[config.mk]
export PLATFORM = sky130hd
export DESIGN_NAME = second_int_flat
export DESIGN_NICKNAME = d
export VERILOG_FILES = /design/src/rtl/second_int_if.sv /design/src/rtl/second_int.sv /design/src/flat_wrapper.sv
export SDC_FILE = /design/constraint.sdc
export NUM_CORES = 1
export LEC_CHECK = 0
export BUFFER_PORTS_ARGS = -buffer_cell sky130_fd_sc_hd__buf_2
export CORE_MARGIN = 3
export CORE_UTILIZATION = 45
export CTS_BUF_LIST = sky130_fd_sc_hd__clkbuf_16
export DETAILED_ROUTE_END_ITERATION = 8
export PLACE_DENSITY = 0.69
export SKIP_LAST_GASP = 1
export SLEW_MARGIN = 20
export SYNTH_ARGS = -nofsm -noshare
export SYNTH_HDL_FRONTEND = slang
export SYNTH_SLANG_ARGS = --single-unit
[constraint.sdc]
create_clock -name clk -period 4.8 [get_ports clk]
set_input_delay 0.72 -clock clk [delete_from_list [all_inputs] [get_ports clk]]
set_output_delay 0.72 -clock clk [all_outputs]
set_load 0.05 [all_outputs]
[src/rtl/second_int_if.sv]
// Handshake and data bundle for the second_int double integrator.
interface second_int_if #(
  parameter int DATA_W = 12
);
  logic                     clr;
  logic                     en_second_int;
  logic signed [DATA_W:0]   second_dif_data;
  logic        [DATA_W-1:0] int_data;
  logic                     second_int_finish;
  logic                     busy;
  logic                     ovf;

  modport master (
    output clr, en_second_int, second_dif_data,
    input  int_data, second_int_finish, busy, ovf
  );

  modport slave (
    input  clr, en_second_int, second_dif_data,
    output int_data, second_int_finish, busy, ovf
  );
endinterface

[src/rtl/second_int.sv]
// Double integrator rebuilding 12-bit samples from signed second differences.
// Optional build macro SECOND_INT_SAT_EN clamps the output instead of wrapping it.
module second_int #(
  parameter int DATA_W = 12,
  parameter int ACC_W  = DATA_W + 4   // must be at least DATA_W + 2
) (
  input  logic        clk,
  input  logic        rst_n,
  second_int_if.slave bus
);

  typedef enum logic [3:0] {
    WAIT   = 4'b0001,
    VEL    = 4'b0010,
    POS    = 4'b0100,
    FINISH = 4'b1000
  } state_t;

  localparam logic signed [ACC_W-1:0] POS_MAX = {{(ACC_W-DATA_W){1'b0}}, {DATA_W{1'b1}}};
  localparam logic signed [ACC_W-1:0] VEL_MIN = {{(ACC_W-DATA_W){1'b1}}, {DATA_W{1'b0}}};

  function automatic logic pos_out_of_range(input logic signed [ACC_W-1:0] v);
    return v[ACC_W-1] || (v > POS_MAX);
  endfunction

  function automatic logic vel_out_of_range(input logic signed [ACC_W-1:0] v);
    return (v < VEL_MIN) || (v > POS_MAX);
  endfunction

  function automatic logic [DATA_W-1:0] out_map(input logic signed [ACC_W-1:0] v);
`ifdef SECOND_INT_SAT_EN
    if (v[ACC_W-1])
      return '0;
    else if (v > POS_MAX)
      return '1;
    else
      return v[DATA_W-1:0];
`else
    return v[DATA_W-1:0];
`endif
  endfunction

  state_t                   state;
  logic signed [DATA_W:0]   din_p0;
  logic signed [ACC_W-1:0]  vel_acc;
  logic signed [ACC_W-1:0]  pos_acc;
  logic signed [ACC_W-1:0]  vel_nxt;
  logic signed [ACC_W-1:0]  pos_nxt;

  assign vel_nxt = vel_acc + {{(ACC_W-DATA_W-1){din_p0[DATA_W]}}, din_p0};
  // POS runs after VEL, so vel_acc already holds the freshly updated velocity here
  assign pos_nxt = pos_acc + vel_acc;

  always_ff @(posedge clk or negedge rst_n) begin
    if (!rst_n) begin
      state                 <= WAIT;
      din_p0                <= '0;
      vel_acc               <= '0;
      pos_acc               <= '0;
      bus.int_data          <= '0;
      bus.second_int_finish <= 1'b0;
      bus.busy              <= 1'b0;
      bus.ovf               <= 1'b0;
    end else if (bus.clr) begin
      state                 <= WAIT;
      din_p0                <= '0;
      vel_acc               <= '0;
      pos_acc               <= '0;
      bus.int_data          <= '0;
      bus.second_int_finish <= 1'b0;
      bus.busy              <= 1'b0;
      bus.ovf               <= 1'b0;
    end else begin
      case (state)
        WAIT: begin
          bus.second_int_finish <= 1'b0;
          if (bus.en_second_int) begin
            din_p0   <= bus.second_dif_data;
            state    <= VEL;
            bus.busy <= 1'b1;
          end
        end
        // stage 1: velocity accumulator
        VEL: begin
          vel_acc <= vel_nxt;
          if (vel_out_of_range(vel_nxt))
            bus.ovf <= 1'b1;
          state <= POS;
        end
        // stage 2: position accumulator and output register
        POS: begin
          pos_acc               <= pos_nxt;
          bus.int_data          <= out_map(pos_nxt);
          bus.second_int_finish <= 1'b1;
          if (pos_out_of_range(pos_nxt))
            bus.ovf <= 1'b1;
          state <= FINISH;
        end
        FINISH: begin
          bus.second_int_finish <= 1'b0;
          bus.busy              <= 1'b0;
          state                 <= WAIT;
        end
        default: begin
          bus.second_int_finish <= 1'b0;
          bus.busy              <= 1'b0;
          state                 <= WAIT;
        end
      endcase
    end
  end

endmodule

[src/flat_wrapper.sv]
// flat-port wrapper written by rule: the top's interface ports become plain ports
module second_int_flat 
#(
  parameter int DATA_W = 12,
  parameter int ACC_W  = DATA_W + 4                                 
)
  (clk, rst_n, bus_clr, bus_en_second_int, bus_second_dif_data, bus_int_data, bus_second_int_finish, bus_busy, bus_ovf);
  second_int_if #(.DATA_W(DATA_W)) bus_i ();
  input  logic clk;
  input  logic rst_n;
  input wire logic [$bits(bus_i.clr)-1:0] bus_clr;
  input wire logic [$bits(bus_i.en_second_int)-1:0] bus_en_second_int;
  input wire logic [$bits(bus_i.second_dif_data)-1:0] bus_second_dif_data;
  output wire logic [$bits(bus_i.int_data)-1:0] bus_int_data;
  output wire logic [$bits(bus_i.second_int_finish)-1:0] bus_second_int_finish;
  output wire logic [$bits(bus_i.busy)-1:0] bus_busy;
  output wire logic [$bits(bus_i.ovf)-1:0] bus_ovf;
  assign bus_i.clr = bus_clr;
  assign bus_i.en_second_int = bus_en_second_int;
  assign bus_i.second_dif_data = bus_second_dif_data;
  assign bus_int_data = bus_i.int_data;
  assign bus_second_int_finish = bus_i.second_int_finish;
  assign bus_busy = bus_i.busy;
  assign bus_ovf = bus_i.ovf;
  second_int #(.DATA_W(DATA_W), .ACC_W(ACC_W)) u_core (.clk(clk), .rst_n(rst_n), .bus(bus_i));
endmodule
==> flow_summary.ini, run 1 <==
[yosys]
synth_ff_type = dfrtp_1
ys_seq_elements = 52
synth_nets = 441
yosysUniqueCellTypes = 63
async_flop_share_pct = 100.0
yosysSeqAreaShare_pct = 36.32
synth_area_per_cell_um2 = 9.148
yosysWarnings = 0
mappedNetlistArea_um2 = 3586
synth_edf_count = 0
syn_inst = 392

[clock_tree]
ctsResizeCount = 0
clk_pin_slew_worst_paths_ns = 0.07
cts.sinks = 52
htree_levels = 2
cts_root_buf = clkbuf_16
cts_buffers = 5
ctsHoldBuffers = 0
clockBufferDepth = 2
cts_setup_buffers = 0
insertion_delay_ns = 0.29
cts_tree = built

[hold_path]
hold_end = u_core.din_p0[11]
hold_class = flip-flop to flip-flop
worstHoldPathCells = 1
hold_path_startpoint = u_core.din_p0[11]

[floorplanning]
fp-row-count = 31
coreArea_um2 = 7486
boundaryPins = 32
initial_core_util_pct = 47.90
die_area_um2 = 9075
die_height_um = 95.27
die_w_um = 95.27

[critical_path]
path_delay_family = compound AO/OA/AOI/OAI gates
cp_cell_sequence = ha_1, fa_1, a211oi_1, nor2_1, o221ai_2, a2111oi_2, a221oi_1, mux2i_1, or4_1, a32o_1
cp.required_ns = 4.98
reg2reg_slack_ns = 1.53
worstSetupPathType = flip-flop to flip-flop
worst_ep_arrival_time_ns = 3.45
cpPeakStageDelay_ns = 0.55
crit_fanout = 4
worstSetupStartpointType = flip-flop
cp_num_buf_inv = 0
end_kind = flip-flop
critPathSlowestCell = a221oi_1
rr_endpoint = u_core.bus.ovf
r2r_cells = 10
r2r_start = u_core.bus.int_data[0]

[placed_design]
gp_congestion = 0.8581
io_buffers = 31
dpl.hpwl_um = 5846
place_area_um2 = 3755
place_ws_ns = 1.545

[sta]
fmax_mhz = 305.5
hold_viol = 0
rsz0062_at_grt = no
fin_crit_sh_pct = 68.20
setup_ws_ns = 1.526
period_minus_slack_ns = 3.274
slew_headroom_pct = 46.23
finalSetupViolations = 0
slew_violations = 0
tightestPinTransition_ns = 0.8042
tns_ns = 0
hold_ws_ns = 0.5095
finalClockSkew_ns = 0.005613

[layout]
final_cell_area_um2 = 3926
syn2layout_area_growth_pct = 9.491
postLayoutCoreUtil_pct = 52.45
layout.nets = 458
drive_gt1_share_pct = 13.90
fill_cells = 684
num_antenna_cells = 0

[route]
num_vias = 2917
wirelength_um = 7894
wl_per_cell_um = 15.51
vias_per_cell = 5.731
antenna_left = 0
dr.pass1.iters = 4
drt_iter0_drc = 129
drc_errors = 0

[global_route]
globalRouteOverflowTotal = 0
antenna_found_initial = 0
grtUsageTotal_pct = 19.00
grt_pass1_wl_um = 13630
grt_pass1_vias = 2883
grt_max_degree = 53

[outcome]
status = completed

[pwr]
powerDensity_nw_per_um2 = 249.4
peakVddDrop_uv = 127.7
p_leak_nw = 1.902

[job]
max_cap_viol_count = 0
==> where the power goes <==
| part | internal, mW | leakage [nW] | switching [mW] |
|---|---|---|---|
| Combinational | 0.0406 | 1.11 | 0.0653 |
| Clock | 0.245 | 0.0798 | 0.162 |
| Sequential | 0.452 | 0.715 | 0.0132 |
| Total | 0.738 | 1.90 | 0.241 |
==> sequential cells by signal, indices dropped and copies added, names as in the netlist <==
name,flops
u_core.bus.busy,1
u_core.din_p0,13
u_core.state,4
u_core.vel_acc,16
u_core.bus.int_data,11
u_core.bus.ovf,1
u_core.bus.second_int_finish,1
u_core.pos_acc,5
==> per-layer routing <==
metal | vias up | share of wire, % | GRT usage, %
met5 | - | 0 | 0
met4 | 0 | 0.82 | 4.567
met3 | 7 | 4.0 | 2.999
met2 | 50 | 47 | 31.72
met1 | 1397 | 48 | 25.77
li1 | 1463 | - | -
==> area by class of cell <==
type	instances	area, um2	share of cell area (%)
Clock buffer	5	125.1	3.187
Clock inverter	3	42.54	1.083
Inverter	11	41.29	1.052
Multi-Input combinational cell	305	2113	53.82
Sequential cell	52	1303	33.17
Tap cell	99	123.9	3.155
Timing Repair Buffer	34	177.7	4.525
==> placed cells by master, fill, tap and decap left out, types with 2 or more instances in the layout <==
cell type	netlist	layout
a221oi_1	3	3
a22o_1	14	14
or3_1	6	6
nand2_1	48	48
and3_1	6	6
ha_1	30	30
xnor2_1	17	17
xor2_1	3	3
inv_1	11	11
buf_2	0	31
mux2i_1	4	4
and2_1	3	3
nor4b_2	0	2
o211ai_1	2	2
a21oi_1	38	37
nand3b_1	2	2
nor2_1	30	30
clkbuf_16	0	5
dfrtp_1	51	51
o21bai_1	3	3
o21ai_0	10	10
nor3_1	11	11
a211oi_1	7	7
buf_4	12	3
a21oi_2	1	2
nor2b_1	7	7
fa_1	2	2
a21o_1	9	9
nand3_1	4	4
a2111o_1	2	2
o21a_1	9	9
==> stage by stage <==
stage          total power [mW]  cells
2_1_floorplan            0.5435    392
3_3_place_gp             0.5772    501
3_5_place_dp             0.5801    501
4_1_cts                  0.9875    509
5_1_grt                   1.027    509
6_report                 0.9791    509
==> cell usage after synthesis (6+ instances only) <==
cell / number / area share (%)
dfrtp_1: 51 / 36
and3_1: 6 / 1.0
a21oi_1: 38 / 5.3
a22o_1: 14 / 3.4
xnor2_1: 17 / 4.2
a211oi_1: 7 / 1.5
o21ai_0: 10 / 1.4
buf_4: 12 / 2.5
inv_1: 11 / 1.2
o21a_1: 9 / 1.9
ha_1: 30 / 10
a21o_1: 9 / 1.9
nand2_1: 48 / 5.0
nor2_1: 30 / 3.1
nor2b_1: 7 / 1.2
clkbuf_1: 11 / 1.2
or3_1: 6 / 1.0
nor3_1: 11 / 1.5
==> worst max-delay path by stage <==
stage / from / endpoint / slack, ns / depth (start not counted)
2_1_floorplan: u_core.bus.int_data[0] / u_core.bus.ovf / 1.86 / 10
3_3_place_gp: u_core.bus.int_data[0] / u_core.bus.ovf / 1.68 / 10
3_5_place_dp: u_core.bus.int_data[0] / u_core.bus.ovf / 1.54 / 10
4_1_cts: u_core.bus.int_data[0] / u_core.bus.ovf / 1.53 / 10
5_1_grt: u_core.bus.int_data[0] / u_core.bus.ovf / 1.34 / 10
6_report: u_core.bus.int_data[0] / u_core.bus.ovf / 1.53 / 10
==> cell families after synthesis <==
| kind of cell | synth area share (%) |
|---|---|
| muxes | 1.117 |
| xor gates and xnor gates | 4.885 |
| AOI/OAI and AO/OA | 23.10 |
| adders and majority gates | 11.58 |
| buffers and inverters | 5.199 |
| DFF | 36.32 |
| and+or+nand+nor | 17.80 |
(Power assumes the default switching activity.)
==> inputs of run 2 (changes only) <==
clock period = 3.4 ns   (was 4.8 ns; I/O delays follow)
==> run 2 against run 1 <==
  * Total power up 43%
  * Wire length up 2.9%
  * Via count up 1.7%
  * Fmax up 5.2%
  * Critical path type unchanged
  * Largest power group unchanged
  * Highest routed layer unchanged
==> flow_summary.ini, run 2 (synthesis gave the netlist of run 1 again) <==
[global_route]
grt_max_degree = 40
grt_pass1_wl_um = 13610
grtUsageTotal_pct = 18.95
grt_pass1_vias = 2905
globalRouteOverflowTotal = 0
antenna_found_initial = 0

[pwr]
switching_share_pct = 25.21
p_comb_share_pct = 10.9
power_mw = 1.401
powerDensity_nw_per_um2 = 354.1
clock_power_share_pct = 42.1
power_switching_mw = 0.3531
peakVddDrop_uv = 214.0
seqPwrFrac_pct = 47.0
intPower_mw = 1.048
p_leak_nw = 1.922

[critical_path]
end_kind = flip-flop
reg2reg_slack_ns = 0.29
r2r_cells = 10
worstSetupStartpointType = flip-flop
cp.required_ns = 3.59
crit_fanout = 4
worstSetupPathType = flip-flop to flip-flop
worst_ep_arrival_time_ns = 3.30
r2r_start = u_core.vel_acc[0]
rr_endpoint = u_core.bus.ovf

[route]
vias_per_cell = 5.797
num_vias = 2968
drc_errors = 0
drt_iter0_drc = 147
wl_per_cell_um = 15.86
antenna_left = 0
wirelength_um = 8120
dr.pass1.iters = 4

[layout]
num_antenna_cells = 0
layout.nets = 461
largest_register_ffs = 16
syn2layout_area_growth_pct = 10.33
final_common_cell = dfrtp_1
top_regs = u_core.vel_acc: 16 flops, u_core.din_p0: 13 flops, u_core.bus.int_data: 11 flops
drive_gt1_share_pct = 14.53
layout_common_cells = dfrtp_1, nand2_1, a21oi_1
largest_register = u_core.vel_acc
postLayoutCoreUtil_pct = 52.85

[placed_design]
gp_congestion = 0.8508
dpl.hpwl_um = 5962
io_buffers = 31

[sta]
tns_ns = 0
fin_crit_sh_pct = 91.51
slew_violations = 0
tightestPinTransition_ns = 0.8976
hold_viol = 0
finalClockSkew_ns = 0.005615
period_minus_slack_ns = 3.111
finalSetupViolations = 0
rsz0062_at_grt = no
fmax_mhz = 321.4
slew_headroom_pct = 40.16

[clock_tree]
htree_levels = 2
cts_buffers = 5
clockBufferDepth = 2
cts.sinks = 52
cts_setup_buffers = 0
cts_tree = built
insertion_delay_ns = 0.29
clk_pin_slew_worst_paths_ns = 0.07
cts_root_buf = clkbuf_16

[job]
max_cap_viol_count = 0

[outcome]
status = completed

[floorplanning]
die_w_um = 95.27
fp-row-count = 31
initial_core_util_pct = 47.90
die_height_um = 95.27
coreArea_um2 = 7486
die_area_um2 = 9075
boundaryPins = 32

[hold_path]
hold_class = input pin to asynchronous set/reset pin
## run 2: worst max-delay path: stages (launching register included)
cell and delay, ns:
dfrtp_1 0.39, ha_1 0.20, fa_1 0.24, a211oi_1 0.09, nor2_1 0.24, o221ai_2 0.17, a2111oi_2 0.53, nor4b_1 0.11
a211o_2 0.31, or4_1 0.47, a32o_1 0.25
## run 2: repair_timing
action / in CTS / in global routing
setup endpoints to repair: 0 / 1
gates resized for setup: 0 / 1
hold buffers: 0 / 0
endpoints found under the hold margin: 0 / 0
## run 2: how the worst max path moves through the flow
stage                                      start              to  slack, ns  cells after the start
after CTS                      u_core.vel_acc[0]  u_core.bus.ovf       0.22                     10
after floorplan           u_core.bus.int_data[0]  u_core.bus.ovf       0.46                     10
after global routing           u_core.vel_acc[0]  u_core.bus.ovf       0.10                     10
final                          u_core.vel_acc[0]  u_core.bus.ovf       0.29                     10
after global placement    u_core.bus.int_data[0]  u_core.bus.ovf       0.30                     10
after detailed placement       u_core.vel_acc[0]  u_core.bus.ovf       0.27                     10
## run 2: power groups by stage
| stage | combinational [mW] | clock (mW) | sequential, mW |
|---|---|---|---|
| after global placement | 0.148 | 0 | 0.669 |
| after CTS | 0.153 | 0.599 | 0.658 |
| after floorplan | 0.0989 | 0 | 0.668 |
| after global routing | 0.172 | 0.624 | 0.660 |
| after detailed placement | 0.153 | 0 | 0.670 |
| final | 0.153 | 0.590 | 0.658 |
## run 2: per-layer routing
layer	track usage [%]	routed length, um
met2	31.95	3743
met4	6.250	179
met5	0	0
met1	24.94	3849
met3	2.684	348
## run 2: final cells by class
cell class                      count  area (um2)
Fill cell                         671        3530
Clock buffer                        5       125.1
Timing Repair Buffer               37       200.2
Clock inverter                      3       47.55
Tap cell                           99       123.9
Inverter                           11       41.29
Multi-Input combinational cell    305        2116
Sequential cell                    52        1303
## run 2: per-stage QoR
stage	setup WS [ns]	instances	instance area [um2]	hold WS [ns]
2_1_floorplan	0.4634	392	3586	0.2144
3_3_place_gp	0.2953	504	3777	0.4977
3_5_place_dp	0.2682	504	3777	0.4983
4_1_cts	0.2233	512	3950	0.3658
5_1_grt	0.1037	512	3956	0.4137
6_report	0.2888	512	3956	0.3391
==> inputs of run 3 (changes only) <==
clock period = 2.9 ns   (was 3.4 ns; I/O delays follow)
==> run 3 against run 2 <==
  * The flow now finishes with violations (negative setup slack)
  * Critical path depth stayed put
  * Via count is 4.3% higher
  * Clock power is 13% higher
  * Register-to-register slack worse by 0.36 ns
  * First-iteration DRC count is 18% higher
  * Flip-flop and latch count stayed put
  * Sequential share of layout area is 2.7 points lower
  * Combinational power is 29% higher
  * Die area stayed put
  * Design area is 9.0% higher
==> flow_summary.ini, run 3 (synthesis gave the netlist of run 1 again) <==
[floorplanning]
boundaryPins = 32
die_area_um2 = 9075
initial_core_util_pct = 47.90
die_height_um = 95.27
fp-row-count = 31
coreArea_um2 = 7486
die_w_um = 95.27

[global_route]
antenna_found_initial = 0
top_usage_layer = met2
globalRouteOverflowTotal = 0
met1_usage_pct = 28.63
use_met3_pct = 3.157
grt_max_degree = 34
grtUsageTotal_pct = 20.30
grt_pass1_vias = 2998
gr-usage-met2_pct = 32.94
grt_pass1_wl_um = 14550

[sta]
rsz0062_at_grt = yes
slew_headroom_pct = 53.48
fmax_mhz = 337.0
finalClockSkew_ns = 0.002908
hold_viol = 0
finalSetupViolations = 1
period_minus_slack_ns = 2.967
tns_ns = -0.06700
setup_ws_ns = -0.06700
slew_violations = 0
tightestPinTransition_ns = 0.6803
fin_crit_sh_pct = 102.3

[pwr]
peakVddDrop_uv = 249.7
p_leak_nw = 2.096
powerDensity_nw_per_um2 = 378.4

[route]
drt_iter0_drc = 173
wirelength_um = 8716
vias_per_cell = 5.650
wl_per_cell_um = 15.91
drc_errors = 0
num_vias = 3096
dr.pass1.iters = 4
antenna_left = 0

[critical_path]
cp.required_ns = 3.08
r2r_start = u_core.vel_acc[0]
end_kind = flip-flop
cpPeakStageDelay_ns = 0.41
path_delay_family = compound AO/OA/AOI/OAI gates
worst_ep_arrival_time_ns = 3.15
crit_start = u_core.vel_acc[0]
cp_num_buf_inv = 0
critPathSlowestCell = or4_1
cp_cell_sequence = ha_2, fa_2, a211oi_2, nor2_1, o221ai_2, a2111oi_4, a221oi_2, mux2i_1, or4_1, a32o_1
crit_fanout = 4
worstSetupStartpointType = flip-flop
worstSetupPathType = flip-flop to flip-flop

[job]
max_cap_viol_count = 0

[placed_design]
gp_congestion = 0.8873
dpl.hpwl_um = 6659
io_buffers = 31
place_ws_ns = -0.1029

[layout]
largest_register = u_core.vel_acc
layout_common_cells = dfrtp_1, nand2_1, buf_4
top_regs = u_core.vel_acc: 16 flops, u_core.din_p0: 13 flops, u_core.bus.int_data: 11 flops
syn2layout_area_growth_pct = 20.24
final_common_cell = dfrtp_1
num_antenna_cells = 0
postLayoutCoreUtil_pct = 57.60
layout.nets = 497
largest_register_ffs = 16
drive_gt1_share_pct = 23.83

[clock_tree]
ctsHoldBuffers = 0
insertion_delay_ns = 0.29
cts_root_buf = clkbuf_16
htree_levels = 2
clockBufferDepth = 2
cts_buffers = 5
clk_pin_slew_worst_paths_ns = 0.07
cts_tree = built
cts.sinks = 52

[hold_path]
hold_class = input pin to asynchronous set/reset pin

[outcome]
status = finished with violations
violations = negative setup slack
==> run 3: final cells by class <==
cell class / count / area, um2
Fill cell: 673 / 3174
Multi-Input combinational cell: 305 / 2210
Sequential cell: 52 / 1303
Timing Repair Buffer: 73 / 470.5
Clock buffer: 5 / 125.1
Tap cell: 99 / 123.9
Inverter: 11 / 41.29
Clock inverter: 3 / 38.79
==> run 3: where the power goes <==
part	switching (mW)	internal (mW)
Sequential	0.0194	0.749
Combinational	0.115	0.0820
Clock	0.263	0.403
Total	0.398	1.23
==> run 3: repair_timing <==
action	in CTS	in global routing
gates resized for setup	7	6
setup endpoints to repair	1	1
buffers inserted	2	1
pin swaps	5	6
cloned	0	0
==> run 3: layer usage <==
layer / vias up / part of all wire (%) / wire length (um)
li1: 1540 / - / -
met1: 1490 / 48 / 4193
met2: 57 / 47 / 4122
met3: 9 / 3.7 / 322
met4: 0 / 0.88 / 77
met5: - / 0 / 0
==> run 3: path summary, 6_finish.rpt <==
path | to | slack [ns] | cells past startpoint
setup reg to reg | u_core.bus.ovf | -0.07 | 10
min in group clk | u_core.state[0] | 0.34 | 2
hold reg to reg | u_core.bus.second_int_finish | 0.51 | 2
max in group asynchronous | u_core.vel_acc[6] | 2.00 | 2
setup / recovery | u_core.bus.ovf | -0.07 | 10
hold / removal | u_core.bus.int_data[9] | 0.11 | 1
==> run 3: through the flow <==
step | std cells | cell area [um2] | total power [mW] | hold slack (ns)
2_1_floorplan | 392 | 3592 | 0.8996 | 0.1394
3_5_place_dp | 537 | 4031 | 0.9750 | 0.4266
5_1_grt | 548 | 4312 | 1.704 | 0.1328
3_3_place_gp | 537 | 4031 | 0.9679 | 0.4186
4_1_cts | 547 | 4275 | 1.647 | 0.1146
6_report | 548 | 4312 | 1.632 | 0.1065
